$ cat config.mk
export PLATFORM = sky130hd
export DESIGN_NAME = fsm_access_sched
export DESIGN_NICKNAME = d
export VERILOG_FILES = /design/src/rtl/fsm_pkg.sv /design/src/rtl/rr_arbiter.sv /design/src/rtl/fsm_access_sched.sv
export SDC_FILE = /design/constraint.sdc
export NUM_CORES = 1
export LEC_CHECK = 0
export ABC_CLOCK_PERIOD_IN_PS = 3500
export CAP_MARGIN = 20
export CORE_ASPECT_RATIO = 0.5
export CORE_UTILIZATION = 43
export DETAILED_ROUTE_END_ITERATION = 10
export HOLD_SLACK_MARGIN = 0.06
export PLACE_DENSITY = 0.66
export SYNTH_ARGS = -nofsm -noshare
export SYNTH_HDL_FRONTEND = slang
export SYNTH_SLANG_ARGS = --single-unit
$ cat constraint.sdc
create_clock -name clk -period 3.5 [get_ports clk]
set_input_delay 0.35 -clock clk [delete_from_list [all_inputs] [get_ports clk]]
set_output_delay 0.35 -clock clk [all_outputs]
set_load 0.02 [all_outputs]
$ cat src/rtl/fsm_pkg.sv
// Shared definitions for the access scheduler: state encoding and the
// result codes the condition-tracking FSM pair reports on success.
package fsm_pkg;

  typedef enum logic [2:0] {
    ST_IDLE   = 3'd0,
    ST_CLR    = 3'd1,
    ST_FIRST  = 3'd2,
    ST_ISSUE  = 3'd3,
    ST_SECOND = 3'd4,
    ST_WAIT   = 3'd5,
    ST_DONE   = 3'd6,
    ST_ABORT  = 3'd7
  } state_e;

  localparam logic [1:0] CA_C1FIRST = 2'b01;
  localparam logic [1:0] CA_C2FIRST = 2'b11;

endpackage

$ cat src/rtl/rr_arbiter.sv
// Combinational round-robin pick: first asserted request scanning upward
// from ptr+1 with wrap-around.
module rr_arbiter #(
  parameter int NREQ = 4,
  parameter int IDW  = 2
) (
  input  logic [NREQ-1:0] req,
  input  logic [IDW-1:0]  ptr,
  output logic [NREQ-1:0] win,
  output logic [IDW-1:0]  win_id,
  output logic            any
);

  function automatic int wrap_idx(input int base, input int step);
    return (base + step) % NREQ;
  endfunction

  // Scan from farthest to nearest so the nearest asserted request is written last.
  always_comb begin
    win    = {NREQ{1'b0}};
    win_id = {IDW{1'b0}};
    any    = 1'b0;
    for (int k = NREQ; k >= 1; k--) begin
      win    = req[wrap_idx(int'(ptr), k)] ? (NREQ'(1) << wrap_idx(int'(ptr), k)) : win;
      win_id = req[wrap_idx(int'(ptr), k)] ? IDW'(wrap_idx(int'(ptr), k)) : win_id;
      any    = any | req[wrap_idx(int'(ptr), k)];
    end
  end

endmodule

$ cat src/rtl/fsm_access_sched.sv
// Round-robin scheduler sharing one condition-tracking FSM pair between
// NREQ requesters: clear, ordered condition pulses, I strobe, completion.
module fsm_access_sched
  import fsm_pkg::*;
#(
  parameter int NREQ    = 4,
  parameter int IDW     = 2,
  parameter int TIMEOUT = 15,
  parameter int TW      = 4
) (
  input  logic            clk,
  input  logic            reset,
  input  logic [NREQ-1:0] req,
  input  logic [NREQ-1:0] order,
  input  logic [1:0]      ca_i,
  output logic            fsm_rst,
  output logic            c1_o,
  output logic            c2_o,
  output logic            i_o,
  output logic [NREQ-1:0] grant,
  output logic [IDW-1:0]  grant_id,
  output logic            busy_o,
  output logic            done_o,
  output logic            err_o,
  output logic [1:0]      result_o
);

  state_e          state_r;
  state_e          next_state_s;
  logic [IDW-1:0]  ptr_r;
  logic [TW-1:0]   tcnt_r;
  logic            order_r;
  logic [NREQ-1:0] win_s;
  logic [IDW-1:0]  win_id_s;
  logic            any_s;
  logic            drop_s;
  logic            fsm_rst_s;
  logic            c1_s;
  logic            c2_s;
  logic            i_s;
  logic            done_s;
  logic            err_s;
  logic [1:0]      result_s;

  rr_arbiter #(.NREQ(NREQ), .IDW(IDW)) u_arb (
    .req    (req),
    .ptr    (ptr_r),
    .win    (win_s),
    .win_id (win_id_s),
    .any    (any_s)
  );

  // The granted requester lowering its request line aborts the transaction.
  assign drop_s = ~|(req & grant);

  // State register.
  always_ff @(posedge clk or posedge reset) begin
    if (reset) begin
      state_r <= ST_IDLE;
    end else begin
      state_r <= next_state_s;
    end
  end

  // Next-state logic; abort outranks completion, success outranks timeout.
  always_comb begin
    next_state_s = ST_IDLE;
    case (state_r)
      ST_IDLE:   next_state_s = any_s ? ST_CLR : ST_IDLE;
      ST_CLR:    next_state_s = drop_s ? ST_ABORT : ST_FIRST;
      ST_FIRST:  next_state_s = drop_s ? ST_ABORT : ST_ISSUE;
      ST_ISSUE:  next_state_s = drop_s ? ST_ABORT : ST_SECOND;
      ST_SECOND: next_state_s = drop_s ? ST_ABORT : ST_WAIT;
      ST_WAIT: begin
        if (drop_s) begin
          next_state_s = ST_ABORT;
        end else if (ca_i[0] || (tcnt_r == TW'(TIMEOUT))) begin
          next_state_s = ST_DONE;
        end else begin
          next_state_s = ST_WAIT;
        end
      end
      ST_DONE:   next_state_s = ST_IDLE;
      ST_ABORT:  next_state_s = ST_IDLE;
      default:   next_state_s = ST_IDLE;
    endcase
  end

  // Output decode from the next state so every output register lines up with its state.
  always_comb begin
    fsm_rst_s = 1'b0;
    c1_s      = 1'b0;
    c2_s      = 1'b0;
    i_s       = 1'b0;
    done_s    = 1'b0;
    err_s     = 1'b0;
    result_s  = 2'b00;
    case (next_state_s)
      ST_CLR:    fsm_rst_s = 1'b1;
      ST_ABORT:  fsm_rst_s = 1'b1;
      ST_FIRST: begin
        c1_s = ~order_r;
        c2_s = order_r;
      end
      ST_ISSUE:  i_s = 1'b1;
      ST_SECOND: begin
        c1_s = order_r;
        c2_s = ~order_r;
      end
      ST_DONE: begin
        done_s   = 1'b1;
        err_s    = ~ca_i[0];
        result_s = ca_i;
      end
      default: begin
        fsm_rst_s = 1'b0;
      end
    endcase
  end

  // Arbitration pointer, latched order bit and WAIT timeout counter.
  always_ff @(posedge clk or posedge reset) begin
    if (reset) begin
      ptr_r   <= IDW'(NREQ - 1);
      order_r <= 1'b0;
      tcnt_r  <= {TW{1'b0}};
    end else begin
      if ((state_r == ST_IDLE) && any_s) begin
        ptr_r   <= win_id_s;
        order_r <= order[win_id_s];
      end else begin
        ptr_r   <= ptr_r;
        order_r <= order_r;
      end
      if (state_r != ST_WAIT) begin
        tcnt_r <= {TW{1'b0}};
      end else begin
        tcnt_r <= tcnt_r + TW'(1);
      end
    end
  end

  // Registered outputs; grant is held for the whole transaction and dropped in IDLE.
  always_ff @(posedge clk or posedge reset) begin
    if (reset) begin
      fsm_rst  <= 1'b0;
      c1_o     <= 1'b0;
      c2_o     <= 1'b0;
      i_o      <= 1'b0;
      busy_o   <= 1'b0;
      done_o   <= 1'b0;
      err_o    <= 1'b0;
      result_o <= 2'b00;
      grant    <= {NREQ{1'b0}};
      grant_id <= {IDW{1'b0}};
    end else begin
      fsm_rst  <= fsm_rst_s;
      c1_o     <= c1_s;
      c2_o     <= c2_s;
      i_o      <= i_s;
      busy_o   <= (next_state_s != ST_IDLE);
      done_o   <= done_s;
      err_o    <= err_s;
      result_o <= result_s;
      if (next_state_s == ST_IDLE) begin
        grant    <= {NREQ{1'b0}};
        grant_id <= {IDW{1'b0}};
      end else if (state_r == ST_IDLE) begin
        grant    <= win_s;
        grant_id <= win_id_s;
      end else begin
        grant    <= grant;
        grant_id <= grant_id;
      end
    end
  end

endmodule

==> results.md <==
- Critical path capture point type: flip-flop
- Worst-margin pin slew: about 640 ps
- Ant diodes: 0
- Initial DRT Pass Iterations: 4
- GRT Total Usage: about 18%
- Number of synthesized register bits: 25
- P_sw: between 0.7 and 0.8 mW
- Setup WS post-layout: 761.2 ps
- Setup Fix Bufs, Post-CTS: 0
- CP startpoint kind: flip-flop
- Status: completed
- Clk buf depth: 2
- Switching Fraction: 46.41%
- Post-place setup slack: 780.7 ps
- CTS tree: done
- DRT iter0 DRCs: 29
- Max-Cap Viols: 0
- Yosys warnings: 0
- Critical path required time: 3660 ps
- Dominant synthesized flop cell: dfrtp_1
- IR drop worst, VDD: about 290 µV
- Rows: 15
- Comb power frac: 57.4%
- Worst hold-check path type: in -> async
- CP Class: reg -> reg
- Vias post-DR: around 1300
- Port Buffers: 26
- Setup TNS: 0 ps
- Post-DP HPWL: 2553 µm
- Num CTS Buffers: 3
- Initial Util: 46.53%
- GRT overflow: 0
- Period utilisation layout: about four fifths
- Crit path max fanout: 15
- Vias in the first global route: 1206
- Min Tclk post-route: ~2700 ps
- Sequential share of the synthesized area: a little under two fifths
- First-pass GRT wire length: 5554 µm
- # IOs: 27
- Nets: 210
- Cell Int Power: 0.9081 mW
- Die width: 89.61 µm
- Die Footprint: 4105 µm²
- Synth area leaders: dfrtp_1 35%, ha_1 6.8%, nand2_1 5.2%
- Net Count, Synth: 187
- Syn_area_per_cell: 9.942 µm²
- Final Max Tran Viols: 0
- Clock Power Share: a little over a tenth
- Routed WL: 3490 µm
- Clock Skews: 1.210 ps
- Area delta synth->final: 18.80%
- FFs w/ async S/R, synth: 100.0%
- Post-CTS sizing: 0
- Top Usage Layer GRT: met2
- Residual DRC count: 0
- Post-DRT Antenna Nets: 0
- Insertion delay to the later sink of the worst-skew pair: 270 ps
- Fraction of layout cells with a size suffix above 1: 11.17%
- Core box area: 3547 µm²
- GRT met1 Usage: around a quarter
- Slew HR: 56.75%
- Top-area cell type share of the netlist area: between 30% and 40%
- Initial antenna violation count: 0
- Root buf cell: clkbuf_8
- CTS Sinks: 25
- H-tree depth: 1
- CTS clk-pin slew, worst paths: 90 ps
- Pleak: 0.8070 nW
- Highest Clock Rate: between 0.3 and 0.4 GHz
- WL/cell: 14.60 µm
- RSZ-0062 raised after global routing: false
- Die Span Y: 45.81 µm
- Reg power frac: 32.1%
- Fin. Hold Viols: 0
- Post-Syn Instances: between 150 and 200
- Distinct cell type count after synthesis: 52
- Global placement routability congestion: 0.8322
- Top cell type by total area after synthesis: dfrtp_1
- Arr. time, crit path: 2900 ps
- Power per cell area: 864.3 nW/µm²
- # setup viols final: 0
- Post-synth EDFFs: 0
- Global-route met2 utilization: a little under a third
- Cts hold-fix bufs: 0
- Largest net degree at the start of global routing: 26
- DR vias/cell: ~5.5
- Met3 GRT Util: 2.717%
- Synth Cell Area: 1650 µm²
==> synthesized netlist by cell type, types with 2 or more instances <==
cell	number
nand2b_1	2
o21ai_0	3
or3_1	3
o21ai_1	8
mux4_2	3
inv_1	6
nand3_1	2
and2_1	3
dfrtp_1	23
o21a_1	2
buf_6	5
mux2i_1	4
dfstp_2	2
nor3_1	4
nor2_1	10
nor2b_1	2
o22ai_1	2
buf_2	2
o31ai_1	2
a21oi_1	9
a211oi_1	3
ha_1	9
mux2_2	2
a22oi_1	2
o221ai_1	4
nand2_1	23
==> state kept, by name, indices dropped and copies added, names as in the netlist <==
signal and flops:
state_r 3, grant 4, ptr_r 2, result_o 2
tcnt_r 4, c1_o 1, err_o 1, grant_id 2
done_o 1, i_o 1, fsm_rst 1, order_r 1
busy_o 1, c2_o 1
==> stage by stage <==
step | cell area (µm²) | hold WS (ps) | instances | util [%] | power (mW)
3_3_place_gp | 1897 | 456.1 | 234 | 53.47 | 1.497
2_1_floorplan | 1650 | 375.8 | 166 | - | 1.266
3_5_place_dp | 1897 | 462.1 | 234 | 53.47 | 1.518
6_report | 1961 | 416.9 | 239 | 55.27 | 1.695
4_1_cts | 1946 | 475.4 | 238 | 54.85 | 1.699
5_1_grt | 1961 | 472.2 | 239 | 55.27 | 1.830
==> kinds of logic after synthesis <==
family | synth area share (%)
flops | 38.06
buf+inv | 6.292
fa+ha+maj | 6.823
compound gates | 23.50
mux | 8.718
simple gates | 15.54
xor+xnor | 1.062
==> critical path: stages (launching register included) <==
cell and delay (ps):
dfstp_2 740, inv_1 200, ha_1 520, mux4_2 560
o22ai_1 310, o311a_1 230, o31ai_1 70
==> power groups by stage <==
stage / combinational (mW) / clock (mW) / sequential (mW)
floorplan: 0.729 / 0 / 0.537
global placement: 0.952 / 0 / 0.544
detailed placement: 0.970 / 0 / 0.548
CTS: 0.973 / 0.183 / 0.542
global route: 1.07 / 0.195 / 0.564
finish: 0.973 / 0.178 / 0.543
==> cell usage in the layout (no fill, tap or decap), types with 3 or more instances in the layout <==
cell type        Yosys  layout
o21ai_0              3       3
ha_1                 9       9
nand2_1             23      23
clkdlybuf4s50_1      0      26
nor2_1              10      10
dfrtp_1             23      23
o221ai_1             4       4
inv_1                6       6
a211oi_1             3       3
o21ai_1              8       8
or3_1                3       3
a21oi_1              9       9
nor3_1               4       4
clkbuf_8             0       3
mux2i_1              4       4
mux4_2               3       3
and2_1               3       3
==> layer usage <==
layer	routed length (µm)	up-vias
met5	0	-
met4	34	0
met3	78	4
met2	1631	21
met1	1745	638
li1	-	648
==> worst paths after layout <==
kind	to	slack [ps]	cells past startpoint	from
setup / recovery	order_r	760	6	ptr_r[0]
hold / removal	i_o	420	2	reset
setup reg to reg	order_r	760	6	ptr_r[0]
hold reg to reg	tcnt_r[0]	470	1	tcnt_r[0]
max in group asynchronous	ptr_r[0]	2520	3	reset
min in group clk	tcnt_r[0]	470	1	tcnt_r[0]
==> area by class of cell <==
class	instances	area, µm²
Fill cell	331	1587
Multi-Input combinational cell	125	918.4
Clock buffer	3	41.29
Tap cell	51	63.81
Sequential cell	25	628.1
Timing Repair Buffer	27	275.3
Clock inverter	1	7.507
Inverter	7	26.28
Note: power is estimated with default switching activity, not from simulation.
